`config.mk`:
```
export PLATFORM = sky130hd
export DESIGN_NAME = iir_coeff_sequencer
export DESIGN_NICKNAME = d
export VERILOG_FILES = /design/src/rtl/iir_coeff_sequencer.sv
export SDC_FILE = /design/constraint.sdc
export NUM_CORES = 1
export LEC_CHECK = 0
export CORE_MARGIN = 5
export CORE_UTILIZATION = 25
export CTS_CLUSTER_DIAMETER = 200
export DETAILED_ROUTE_END_ITERATION = 10
export GPL_ROUTABILITY_DRIVEN = 1
export PLACE_DENSITY_LB_ADDON = 0.25
export SLEW_MARGIN = 10
export SYNTH_ARGS = -nofsm -noshare
export SYNTH_HDL_FRONTEND = slang
export SYNTH_SLANG_ARGS = --single-unit
```
`constraint.sdc`:
```
create_clock -name clk -period 2.75 [get_ports clk]
set_input_delay 0.825 -clock clk [delete_from_list [all_inputs] [get_ports clk]]
set_output_delay 0.825 -clock clk [all_outputs]
set_load 0.005 [all_outputs]
```
`src/rtl/iir_coeff_sequencer.sv`:
```
// Shadow/active coefficient controller for a biquad: word-serial writes into shadow registers.
// A commit applies all six words atomically, then optionally flushes the filter and mutes it through a settle window.
module iir_coeff_sequencer #(
    parameter int COEFF_WIDTH   = 32,
    parameter int FLUSH_CYCLES  = 4,
    parameter int SETTLE_CYCLES = 64,
    parameter int CNT_WIDTH     = 16
) (
    input  logic                   clk,
    input  logic                   rst,
    input  logic                   wr_en,
    input  logic [2:0]             wr_addr,
    input  logic [COEFF_WIDTH-1:0] wr_data,
    input  logic                   commit,
    input  logic                   flush,
    output logic [COEFF_WIDTH-1:0] b0,
    output logic [COEFF_WIDTH-1:0] b1,
    output logic [COEFF_WIDTH-1:0] b2,
    output logic [COEFF_WIDTH-1:0] a1,
    output logic [COEFF_WIDTH-1:0] a2,
    output logic [COEFF_WIDTH-1:0] gain,
    output logic                   filt_rst,
    output logic                   mute,
    output logic                   busy,
    output logic                   done,
    output logic                   err
);

    typedef enum logic [1:0] {IDLE, APPLY, FLUSH, SETTLE} state_t;

    localparam logic [CNT_WIDTH-1:0] FLUSH_LOAD  = CNT_WIDTH'(FLUSH_CYCLES - 1);
    localparam logic [CNT_WIDTH-1:0] SETTLE_LOAD = CNT_WIDTH'((SETTLE_CYCLES > 0) ? SETTLE_CYCLES - 1 : 0);
    localparam logic [CNT_WIDTH-1:0] CNT_ONE     = CNT_WIDTH'(1);

    state_t                 state;
    logic                   flush_q;
    logic [CNT_WIDTH-1:0]   cnt;
    logic [COEFF_WIDTH-1:0] shadow     [6];
    logic [COEFF_WIDTH-1:0] shadow_nxt [6];
    logic                   idle;
    logic                   wr_ok;

    assign idle  = (state == IDLE);
    assign wr_ok = wr_en && idle && (wr_addr <= 3'd5);

    // Forwarded shadow view so a write in the commit cycle is part of the applied set.
    always_comb begin
        for (int i = 0; i < 6; i++) shadow_nxt[i] = shadow[i];
        if (wr_ok) shadow_nxt[wr_addr] = wr_data;
    end

    always_ff @(posedge clk) begin
        if (rst) begin
            state    <= IDLE;
            flush_q  <= 1'b0;
            cnt      <= '0;
            for (int i = 0; i < 6; i++) shadow[i] <= '0;
            b0       <= '0;
            b1       <= '0;
            b2       <= '0;
            a1       <= '0;
            a2       <= '0;
            gain     <= '0;
            filt_rst <= 1'b0;
            mute     <= 1'b0;
            busy     <= 1'b0;
            done     <= 1'b0;
            err      <= 1'b0;
        end else begin
            done <= 1'b0;
            err  <= (wr_en && (!idle || (wr_addr > 3'd5))) || (commit && !idle);
            for (int i = 0; i < 6; i++) shadow[i] <= shadow_nxt[i];

            case (state)
                IDLE: begin
                    if (commit) begin
                        b0      <= shadow_nxt[0];
                        b1      <= shadow_nxt[1];
                        b2      <= shadow_nxt[2];
                        a1      <= shadow_nxt[3];
                        a2      <= shadow_nxt[4];
                        gain    <= shadow_nxt[5];
                        flush_q <= flush;
                        busy    <= 1'b1;
                        state   <= APPLY;
                    end
                end
                APPLY: begin
                    if (flush_q) begin
                        cnt      <= FLUSH_LOAD;
                        filt_rst <= 1'b1;
                        mute     <= 1'b1;
                        state    <= FLUSH;
                    end else begin
                        busy  <= 1'b0;
                        done  <= 1'b1;
                        state <= IDLE;
                    end
                end
                FLUSH: begin
                    if (cnt == '0) begin
                        filt_rst <= 1'b0;
                        if (SETTLE_CYCLES > 0) begin
                            cnt   <= SETTLE_LOAD;
                            state <= SETTLE;
                        end else begin
                            mute  <= 1'b0;
                            busy  <= 1'b0;
                            done  <= 1'b1;
                            state <= IDLE;
                        end
                    end else begin
                        cnt <= cnt - CNT_ONE;
                    end
                end
                SETTLE: begin
                    if (cnt == '0) begin
                        mute  <= 1'b0;
                        busy  <= 1'b0;
                        done  <= 1'b1;
                        state <= IDLE;
                    end else begin
                        cnt <= cnt - CNT_ONE;
                    end
                end
                default: state <= IDLE;
            endcase
        end
    end

endmodule
```
# Word-level counts from Yosys, hierarchy flattened
# Memories as Yosys holds them, arrays and structs flattened.
# Cells that the tools add are included.
# totals
register_bits	216
mem_bits_rw	192
output_inout_bits	197
memories	1
# classes
add_sub_neg	1
order_cmp	4
n_eq_ne	9
n_mux	32
n_bitwise	8
n_reduce_logical	19
# mem_list
name	words	word_bits	rd	rd_ports_with_merged_regs	wr	line_no	text
shadow	6	32	6	0	6	38	logic [COEFF_WIDTH-1:0] shadow [6];
# ops
cell	n
$mux W32	7
$bwmux W192	1
$mux W192	1
$demux W32 S3	1
$mux W16	3
$pmux W16 S3	1
$logic_not A16 Y1	1
$sub A16 B1 Y16 const B	1
$ne A2 B2 Y1 const B	6
$reduce_and A3 Y1	4
$mux W1	9
$mux W2	4
$pmux W2 S4	1
$or A1 B1 Y1	6
$pmux W1 S2	3
$logic_and A1 B1 Y1	5
$eq A2 B2 Y1 const B	2
$ge A4 B4 Y1 const B	1
$lt A4 B1 Y1 const B	1
$not A3 Y4	1
$reduce_and A4 Y1	1
$reduce_bool A2 Y1	2
$gt A3 B3 Y1 const B	1
$le A3 B3 Y1 const B	1
other kinds (8)	9

# Logic depth before layout (Yosys ltp)
# depth
ltp_word	8
mapped_depth	7

# Least setup slack after synthesis
# OpenSTA, ideal clock, no wires.
# synth_timing
kind	input to register
from	input wr_en
to	register a2[10]
setup_time_ns	0.086
arrival_time_ns	1.915
required_ns	2.664
path_slack_ns	0.750
path_stages	6
n_path_buf	1
cell_sequence	nor2b_1 nor2b_1 nand3_1 buf_2 mux2i_1 a211oi_1
# synth_via
elab_chain_cells	3
# synth_rtl
element	line_no	text
start: declaration	11	input logic wr_en,
$logic_and A1 B1 Y1 (2 in series)	44	assign wr_ok = wr_en && idle && (wr_addr <= 3'd5);
$mux W192	49	if (wr_ok) shadow_nxt[wr_addr] = wr_data;
end signal: assignment	81	a2 <= shadow_nxt[4];
end: declaration	20	output logic [COEFF_WIDTH-1:0] a2,
# Every way passes these cells.
# A chain may end at the register's enable or synchronous reset.

# Worst setup path in the final report
# layout_timing
from	register b2[13]
to	output b2[13]
# layout_rtl
element	line_no	text
start: declaration	18	output logic [COEFF_WIDTH-1:0] b2,
start signal: assignment	79	b2 <= shadow_nxt[2];
# No word-level cell between the ends.

==> results_dict.tcl <==
set metrics [dict create \
    yosysUniqueCellTypes 44 \
    hold_path.class "reg2reg" \
    cts-hold-fix-buffers 0 \
    cts_max_level 2 \
    crit_fanout 2 \
    grt_pass1_vias 10469 \
    worst_slew_pin_slew_ns 0.6682 \
    regArea_mm2 0.008168 \
    internal_power_uw 10930 \
    synth_top_area_share_pct 57.13 \
    cts_sinks 408 \
    p_switching_uw 3591 \
    cts_resized 0 \
    dp_hpwl_mm 28.36 \
    overflow 0 \
    initialDrtViolationCount 460 \
    p_seq_share_pct 44.1 \
    crit_slowest_cell "clkdlybuf4s50_1" \
    post_cts_buffers 0 \
    drv_slew 0 \
    fin_ws_ns 0.3128 \
    wl_per_cell_um 17.30 \
    first_pass_iters 4 \
    p_sw_share_pct 24.74 \
    fmax_mhz 410.3 \
    cp_top_family "buffers and inverters" \
    die_width_um 249.1 \
    postLayoutCellArea_mm2 0.01936 \
    wl_mm 41.91 \
    clock_skew_ns 0.01832 \
    ant_nets 0 \
    clk_latency_ns 0.57 \
    p_clk_share_pct 44.2 \
    core.rowCount 87 \
    crit_required_ns 1.93 \
    cts_tree "done" \
    rsz0062_at_grt "no" \
    powerDensity_mw_per_mm2 749.7 \
    grt_use_met1_pct 17.24 \
    cp.arrival_ns 1.61 \
    clockBufferDepth 3 \
    multi_input_area_mm2 0.005625 \
    drive_gt1_share_pct 8.403 \
    port_buffers 236 \
    finalSetupTns_ns 0 \
    period_needed_ns 2.437 \
    path_cells "clkdlybuf4s50_1" \
    grt_max_degree 89 \
    ir_drop_uv 379.9 \
    met2_usage_pct 20.80 \
    fin_crit_sh_pct 88.62 \
    vias 10624 \
    die_area_mm2 0.06207 \
    cts_root_buf "clkbuf_16" \
    slowest_delay_ns 0.71 \
    routed_via_density 4.386 \
    status "finished clean" \
    slew_headroom_pct 55.36 \
    grt_pass1_wl_mm 64.63 \
    p_comb_share_pct 11.6 \
    busiest_layer "met2" \
    synth_area_leaders "dfxtp_1 57%, mux2i_1 14%, nor2_1 11%, a211oi_1 10%, clkbuf_1 1.7%" \
    io_pins 237 \
    crit_buf_inv 1 \
    synthesis.area_mm2 0.01430 \
    dp_worst_setup_slack_ns 0.07235 \
    ys_warn_count 0 \
    clkTransAtPathRegs_ns 0.06 \
    syn-num-nets 1451 \
    path_class "reg2out" \
    finalPower_uw 14520 \
    place_area_mm2 0.01775 \
    fillers 5679 \
    synth_edf_count 0 \
    yosysTopAreaCell "dfxtp_1" \
    use_met3_pct 3.738 \
    syn_inst 1409 \
    antenna_found_initial 0 \
    hold_viol_final 0 \
    synth-async-reset-ratio_pct 0 \
    finalSetupViolations 0 \
    synth.most_common_cell "dfxtp_1" \
    start_util_pct 25.31 \
    p_leak_uw 0.007821 \
    ys.flop_type "dfxtp_1" \
    drc_errors 0 \
    crit_path_end_kind "output port" \
    maxCapViolCount 0 \
    gp_congestion 0.7499 \
    syn_to_final_growth_pct 35.44 \
    die_y_um 249.1 \
    utilization_pct 34.27 \
    synthTopCellsByCount "408 x dfxtp_1, 406 x nor2_1, 197 x a211oi_1" \
    grt.total_usage_pct 13.11 \
    cts_buffers 47 \
    synth-seq-cells 408 \
    syn-mean-instance-area_um2 10.15 \
    nets 1670 \
    ys_seq_area_share_pct 57.13 \
    diodes 0 \
    cp-start-kind "register" \
    core-area_mm2 0.05650 \
]
worst paths after layout:
path	from	endpoint	slack, ns	depth (start not counted)
max	b2[13]	b2[13]	0.31	1
max reg2reg	state[0]	gain[13]	0.66	5
min	shadow[1][27]	shadow[1][27]	0.49	2
min reg2reg	shadow[1][27]	shadow[1][27]	0.49	2
per-layer routing:
layer  vias up  share of wire (%)
met5         -                  0
met4         0                3.0
met3        67                5.8
met2       232                 45
met1      4967                 46
li1       5358                  -
kinds of logic (layout without fill, tap and decap cells):
group / Yosys count / count (layout) / share of synthesized area [%]
xor gates and xnor gates: 9 / 9 / 0.5514
adders and majority gates: 2 / 2 / 0.1750
buffers and inverters: 115 / 372 / 3.685
and+or+nand+nor: 454 / 454 / 13.14
DFF: 408 / 408 / 57.13
AOI/OAI and AO/OA: 227 / 227 / 11.74
muxes: 194 / 194 / 13.58
layout by cell type, fill, tap and decap left out, drive strengths merged, types with 2 or more instances in the layout:
cell type and count:
ha 2, nor4b 2, xnor2 9, inv 5
o41ai 2, mux2i 194, dfxtp 408, nand2 11
nor2 407, o31ai 2, nor4 7, a21oi 14
or3 2, clkinv 11, or2 2, nor2b 2
buf 46, bufinv 3, nand4 4, o21ai 6
a211oi 197, nor3 3, a311oi 2, nand3 8
clkdlybuf4s50 235, clkbuf 71
layout make-up:
cell class                      instances  area share [%]
Clock inverter                         16          0.9693
Multi-Input combinational cell        886           29.05
Tap cell                              756           4.885
Timing Repair Buffer                  281           15.46
Sequential cell                       408           42.18
Inverter                                4         0.07754
Clock buffer                           71           7.373
sequential cells by signal, indices dropped and copies added, names as in the netlist, 16 cells and up, named ones only:
register,cells
gain,32
cnt,16
b1,32
a1,32
b2,32
a2,32
b0,32
shadow,192
stage by stage:
step                      cells  hold slack, ns
after floorplan            1409          0.4564
after global placement     2335          0.4678
after detailed placement   2335          0.4779
after CTS                  2422          0.4923
after global routing       2422          0.5115
final                      2422          0.4879
power by group through the flow:
stage          clock network, uW  registers [uW]  logic (uW)
5_1_grt                     6880            6440        1860
2_1_floorplan                  0            6510         801
3_5_place_dp                   0            6540        1720
4_1_cts                     6660            6410        1730
3_3_place_gp                   0            6530        1710
6_report                    6420            6410        1690
No activity file was read; power rests on OpenSTA's default activity.
